File: config.mk
export PLATFORM = sky130hd
export DESIGN_NAME = chi_stage_flat
export DESIGN_NICKNAME = d
export VERILOG_FILES = /design/src/rtl/chi_stage_if.sv /design/src/rtl/chi_stage.sv /design/src/flat_wrapper.sv
export SDC_FILE = /design/constraint.sdc
export NUM_CORES = 1
export LEC_CHECK = 0
export CAP_MARGIN = 20
export CORE_ASPECT_RATIO = 1.5
export CORE_MARGIN = 4
export CORE_UTILIZATION = 40
export CTS_CLUSTER_SIZE = 28
export DETAILED_ROUTE_END_ITERATION = 8
export GPL_ROUTABILITY_DRIVEN = 0
export PLACE_DENSITY = 0.69
export SLEW_MARGIN = 20
export SYNTH_ARGS = -nofsm -noshare
export SYNTH_HDL_FRONTEND = slang
export SYNTH_SLANG_ARGS = --single-unit
File: constraint.sdc
create_clock -name clk -period 3.2 [get_ports clk]
set_input_delay 0.64 -clock clk [delete_from_list [all_inputs] [get_ports clk]]
set_output_delay 0.64 -clock clk [all_outputs]
set_load 0.05 [all_outputs]
File: src/rtl/chi_stage_if.sv
// Bus bundle for chi_stage: start/done handshake, state-memory port and parity readout.
// slave = chi_stage side, master = sequencer/memory side.
interface chi_stage_if #(
  parameter int AW = 6,
  parameter int W  = 25
);
  logic          start;
  logic [W-1:0]  mem_rd_data;
  logic          mem_rd_en;
  logic          mem_wr_en;
  logic [AW-1:0] mem_addr;
  logic [W-1:0]  mem_wr_data;
  logic          busy;
  logic          done;
  logic [W-1:0]  parity_out;

  modport master (
    output start, mem_rd_data,
    input  mem_rd_en, mem_wr_en, mem_addr, mem_wr_data, busy, done, parity_out
  );

  modport slave (
    input  start, mem_rd_data,
    output mem_rd_en, mem_wr_en, mem_addr, mem_wr_data, busy, done, parity_out
  );
endinterface

File: src/rtl/chi_stage.sv
// chi row-mixing stage: walks all slices in place, read -> latch -> chi -> write per slice.
// Optional running parity of written slices when CHI_PARITY_EN is defined.
module chi_stage #(
  parameter int SLICES = 64,
  parameter int W      = 25
) (
  input logic        clk,
  input logic        rst,
  chi_stage_if.slave bus
);
  localparam int CW = $clog2(SLICES);

  typedef enum logic [2:0] {IDLE, READ, LATCH, COMPUTE, WRITE, DONE} state_t;

  state_t          state;
  logic [CW-1:0]   cnt;
  logic [W-1:0]    in_reg;
  logic [W-1:0]    out_reg;
  logic            rd_en;
  logic            wr_en;
  logic            busy;
  logic            done;

  // Each row of five lanes is mixed independently; indices wrap mod 5 inside the row.
  function automatic logic [W-1:0] chi(input logic [W-1:0] a);
    logic [W-1:0] r;
    r = '0;
    for (int y = 0; y < 5; y++) begin
      for (int x = 0; x < 5; x++) begin
        r[5*y+x] = a[5*y+x] ^ (~a[5*y+((x+1)%5)] & a[5*y+((x+2)%5)]);
      end
    end
    return r;
  endfunction

  always_ff @(posedge clk or posedge rst) begin
    if (rst) begin
      state   <= IDLE;
      cnt     <= '0;
      in_reg  <= '0;
      out_reg <= '0;
      rd_en   <= 1'b0;
      wr_en   <= 1'b0;
      busy    <= 1'b0;
      done    <= 1'b0;
    end else begin
      rd_en <= 1'b0;
      wr_en <= 1'b0;
      done  <= 1'b0;
      case (state)
        IDLE: begin
          if (bus.start) begin
            state <= READ;
            cnt   <= '0;
            rd_en <= 1'b1;
            busy  <= 1'b1;
          end
        end
        READ: state <= LATCH;
        LATCH: begin
          in_reg <= bus.mem_rd_data;
          state  <= COMPUTE;
        end
        COMPUTE: begin
          out_reg <= chi(in_reg);
          wr_en   <= 1'b1;
          state   <= WRITE;
        end
        WRITE: begin
          cnt <= cnt + CW'(1);
          if (cnt == CW'(SLICES - 1)) begin
            done  <= 1'b1;
            state <= DONE;
          end else begin
            rd_en <= 1'b1;
            state <= READ;
          end
        end
        DONE: begin
          busy  <= 1'b0;
          state <= IDLE;
        end
        default: begin
          busy  <= 1'b0;
          state <= IDLE;
        end
      endcase
    end
  end

  assign bus.mem_rd_en   = rd_en;
  assign bus.mem_wr_en   = wr_en;
  assign bus.mem_addr    = cnt;
  assign bus.mem_wr_data = out_reg;
  assign bus.busy        = busy;
  assign bus.done        = done;

`ifdef CHI_PARITY_EN
  logic [W-1:0] parity;

  // Cleared when a pass is accepted, held after done until the next pass.
  always_ff @(posedge clk or posedge rst) begin
    if (rst) begin
      parity <= '0;
    end else if (state == IDLE && bus.start) begin
      parity <= '0;
    end else if (state == WRITE) begin
      parity <= parity ^ out_reg;
    end
  end

  assign bus.parity_out = parity;
`else
  assign bus.parity_out = '0;
`endif

endmodule
File: src/flat_wrapper.sv
// flat-port wrapper written by rule: the top's interface ports become plain ports
module chi_stage_flat 
#(
  parameter int SLICES = 64,
  parameter int W      = 25
)
  (clk, rst, bus_start, bus_mem_rd_data, bus_mem_rd_en, bus_mem_wr_en, bus_mem_addr, bus_mem_wr_data, bus_busy, bus_done, bus_parity_out);
  chi_stage_if #(.W(W)) bus_i ();
  input logic clk;
  input logic rst;
  input wire logic [$bits(bus_i.start)-1:0] bus_start;
  input wire logic [$bits(bus_i.mem_rd_data)-1:0] bus_mem_rd_data;
  output wire logic [$bits(bus_i.mem_rd_en)-1:0] bus_mem_rd_en;
  output wire logic [$bits(bus_i.mem_wr_en)-1:0] bus_mem_wr_en;
  output wire logic [$bits(bus_i.mem_addr)-1:0] bus_mem_addr;
  output wire logic [$bits(bus_i.mem_wr_data)-1:0] bus_mem_wr_data;
  output wire logic [$bits(bus_i.busy)-1:0] bus_busy;
  output wire logic [$bits(bus_i.done)-1:0] bus_done;
  output wire logic [$bits(bus_i.parity_out)-1:0] bus_parity_out;
  assign bus_i.start = bus_start;
  assign bus_i.mem_rd_data = bus_mem_rd_data;
  assign bus_mem_rd_en = bus_i.mem_rd_en;
  assign bus_mem_wr_en = bus_i.mem_wr_en;
  assign bus_mem_addr = bus_i.mem_addr;
  assign bus_mem_wr_data = bus_i.mem_wr_data;
  assign bus_busy = bus_i.busy;
  assign bus_done = bus_i.done;
  assign bus_parity_out = bus_i.parity_out;
  chi_stage #(.SLICES(SLICES), .W(W)) u_core (.clk(clk), .rst(rst), .bus(bus_i));
endmodule
==> impl_table.tex <==
\begin{tabular}{lr}
\hline
Metric & Value \\
\hline
\multicolumn{2}{l}{\textbf{STA}} \\
Relative slew margins & 0.562 \\
Fraction of the cycle the final worst path needs & 0.711 \\
Setup-violating endpoint count in the final report & 0 \\
Unrepaired setup endpoints after global routing & false \\
Worst-Margin Slew & 655 ps \\
F\_max & 0.439 GHz \\
Hold Vio Cnt, Final & 0 \\
Max-slew violations & 0 \\
Maximum clock skew at final layout & 6.20 ps \\
Final worst path period need & 2280 ps \\
Total Negative Setup Slacks & 0 ps \\
\multicolumn{2}{l}{\textbf{Yosys}} \\
Average cell area after synthesis & 11.3 um\^{}2 \\
Area share of the largest cell type after synthesis & 0.529 \\
Syn. warnings & 0 \\
Ranking of synthesized cells by area & sky130\_fd\_sc\_hd\_\_dfrtp\_1, sky130\_fd\_sc\_hd\_\_mux2\_2, sky130\_fd\_sc\_hd\_\_xnor2\_1 \\
Post-synthesis cell type count & 32 \\
Multiplexer area fraction after synthesis & 0.102 \\
Synth Area in Compound Gates & 0.0773 \\
Largest family of logic cells by synthesized area & simple AND/OR/NAND/NOR gates \\
\#FFs+latches synth & between 60 and 70 \\
Portion of the post-synthesis area used by sequential elements & 0.529 \\
Simple-gate portion of the synthesized area & 0.123 \\
Area share of fa/ha/maj cells after synthesis & 0.00420 \\
Area of the mapped netlist & 2980 um\^{}2 \\
Area leader, netlist & sky130\_fd\_sc\_hd\_\_dfrtp\_1 \\
Count of mapped cells out of synthesis & $\sim$260 \\
Post-synthesis share of cell area spent on xor and xnor gates & 0.0765 \\
\multicolumn{2}{l}{\textbf{Cells and area}} \\
Number of nets in the finished design & 358 \\
Final cell area excluding filler cells & 3810 um\^{}2 \\
Inserted Diodes & 0 \\
\# fillers & 675 \\
Commonest non-fill, non-tap cells in the layout & sky130\_fd\_sc\_hd\_\_dfrtp\_1, sky130\_fd\_sc\_hd\_\_clkdlybuf4s50\_1, sky130\_fd\_sc\_hd\_\_o21ai\_0 \\
Layout cells sized above 1 & 0.138 \\
Area growth from synthesis to final layout & 28.0\% \\
Most common cell after layout, fill and taps aside & sky130\_fd\_sc\_hd\_\_dfrtp\_1 \\
\multicolumn{2}{l}{\textbf{Worst setup path}} \\
Kind of cell adding the most delay to the critical path & buffers and inverters \\
Req. time, crit path & 2560 ps \\
Critical path's largest stage delay & between 800 and 900 ps \\
Startpoint kind of the worst setup timing path & register \\
Buffers and inverters on the worst path & 1 \\
Crit. End Element & output pin \\
Arrival time reported for the critical path endpoint & around 1600 ps \\
Worst setup path category & register to output pin \\
Worst path slowest cell & sky130\_fd\_sc\_hd\_\_clkdlybuf4s50\_1 \\
Critical-path cell list & clkdlybuf4s50\_1 \\
Largest fanout on the critical path & 7 \\
\multicolumn{2}{l}{\textbf{Drt}} \\
Number of routed nets with antenna violations & 0 \\
Iteration-0 DRC Markers & 38 \\
Average routed wire per standard cell & 12.5 um \\
DR vias/cell & 4.50 \\
Count of vias placed by the detailed router & approximately 2,000 \\
Total Routed Length & 5410 um \\
Detailed-route DRC error count & 0 \\
DRT Pass-1 Iters & 4 \\
\multicolumn{2}{l}{\textbf{Global routing}} \\
Number of global-route vias before repair & between 1,500 and 2,000 \\
Met2 Usage GRT & 0.231 \\
Antenna violations before repair & 0 \\
Wire length of the first global-routing pass & 9070 um \\
Congestion Overflow GR & 0 \\
Global-route usage over all layers & 0.134 \\
Busiest layer in global routing & met2 \\
Routing usage on met3 & 0.0458 \\
Met1 usage in global routing & 0.140 \\
Maximum number of pins on one net before global-route repair & 38 \\
\multicolumn{2}{l}{\textbf{Placed design}} \\
Buffers on Ports & 62 \\
HPWL after DPL & 4030 um \\
Area of placed instances & 3600 um\^{}2 \\
\multicolumn{2}{l}{\textbf{Clocking}} \\
TritonCTS sink count & 63 \\
Clock tree from TritonCTS & yes \\
Clock tree root buffer cell & sky130\_fd\_sc\_hd\_\_clkbuf\_8 \\
H-tree depth reported by CTS & 3 \\
Hold-fix buffers, CTS & 0 \\
Count of cells resized by post-cts repair & 0 \\
Number of buffers between clock root and the deepest sink & 2 \\
Clock-pin transition on the worst setup and hold timing paths & 70 ps \\
Clock latency of the later-clocked register in the worst-skew pair & 340 ps \\
Number of buffers inserted during clock tree synthesis & 9 \\
Setup Buffers After CTS & 0 \\
\multicolumn{2}{l}{\textbf{Job}} \\
Max-cap viol count & 0 \\
\multicolumn{2}{l}{\textbf{Power and ir drop}} \\
Power per cell area & roughly 1100 nW/um\^{}2 \\
Peak supply drop & $\sim$0.59 mV \\
P\_leak & 0.00162 uW \\
\multicolumn{2}{l}{\textbf{Die}} \\
Starting Density & 0.412 \\
Total Die Area & 8920 um\^{}2 \\
Site row count & 38 \\
Y dimension of the die & 114 um \\
Total core area & 7230 um\^{}2 \\
Die width & 78.5 um \\
IO Count & slightly below 90 \\
\multicolumn{2}{l}{\textbf{Run status}} \\
Run status & completed \\
\multicolumn{2}{l}{\textbf{Hold path}} \\
Tightest Hold Check Type & register to register \\
\hline
\end{tabular}
-- cell usage after synthesis, drive strengths merged --
library cell  instances
dfrtp                63
buf                  29
o21ai                29
mux2                 27
nand2                27
xnor2                26
nor2b                25
clkbuf                6
nor2                  5
a22o                  3
inv                   3
nand3                 3
nor3                  3
a211oi                1
a21o                  1
a21oi                 1
a221o                 1
a32o                  1
a41oi                 1
and3                  1
conb                  1
ha                    1
nand3b                1
nor3b                 1
nor4b                 1
o211a                 1
or3b                  1
or4b                  1
-- kinds of logic after synthesis --
logic type,count (synthesis)
adder cells (fa/ha/maj),1
flip-flops,63
other,1
buffers and inverters,38
XOR/XNOR,26
AO/OA/AOI/OAI,39
AND/OR/NAND/NOR,69
multiplexers,27
-- path summary, 6_finish.rpt --
kind,start,to,slack (ps),cells after the start
max in group asynchronous,rst,u_core.in_reg[8],1930,3
hold / removal,u_core.bus.mem_wr_data[10],u_core.bus.mem_wr_data[10],470,2
setup reg to reg,u_core.state[2],u_core.in_reg[3],1270,3
hold reg to reg,u_core.bus.mem_wr_data[10],u_core.bus.mem_wr_data[10],470,2
min in group asynchronous,rst,u_core.in_reg[23],680,2
setup / recovery,u_core.bus.mem_addr[4],bus_mem_addr[4],920,1
-- layer usage --
layer,routed length [um],part of all wire
met2,2860,0.53
met3,387,0.072
met5,0,0
met1,2010,0.37
met4,146,0.027
-- cell type report --
cell class | count | area, um^2 | share of cell area
clock buffers | 13 | 169 | 0.0443
clock inverters | 3 | 40.0 | 0.0105
inverters | 3 | 11.3 | 0.00295
multi-input cells | 187 | 1230 | 0.324
flip-flops and latches | 63 | 1580 | 0.414
well taps | 100 | 125 | 0.0328
repair buffers | 65 | 656 | 0.172
-- per-stage QoR --
stage | cells | hold slack (ps) | util | worst slack, ps | power [uW]
2_1_floorplan | 288 | 517 | - | 990 | 3160
3_3_place_gp | 418 | 460 | 0.499 | 1280 | 3670
3_5_place_dp | 418 | 469 | 0.499 | 1220 | 3720
4_1_cts | 434 | 483 | 0.528 | 903 | 4450
5_1_grt | 434 | 513 | 0.528 | 844 | 4700
6_report | 434 | 474 | 0.528 | 924 | 4370
-- report_power, final --
group / switching (uW) / internal (uW)
Combinational: 1220 / 938
Clock: 289 / 421
Sequential: 344 / 1170
Total: 1850 / 2520
(Power assumes the default switching activity.)
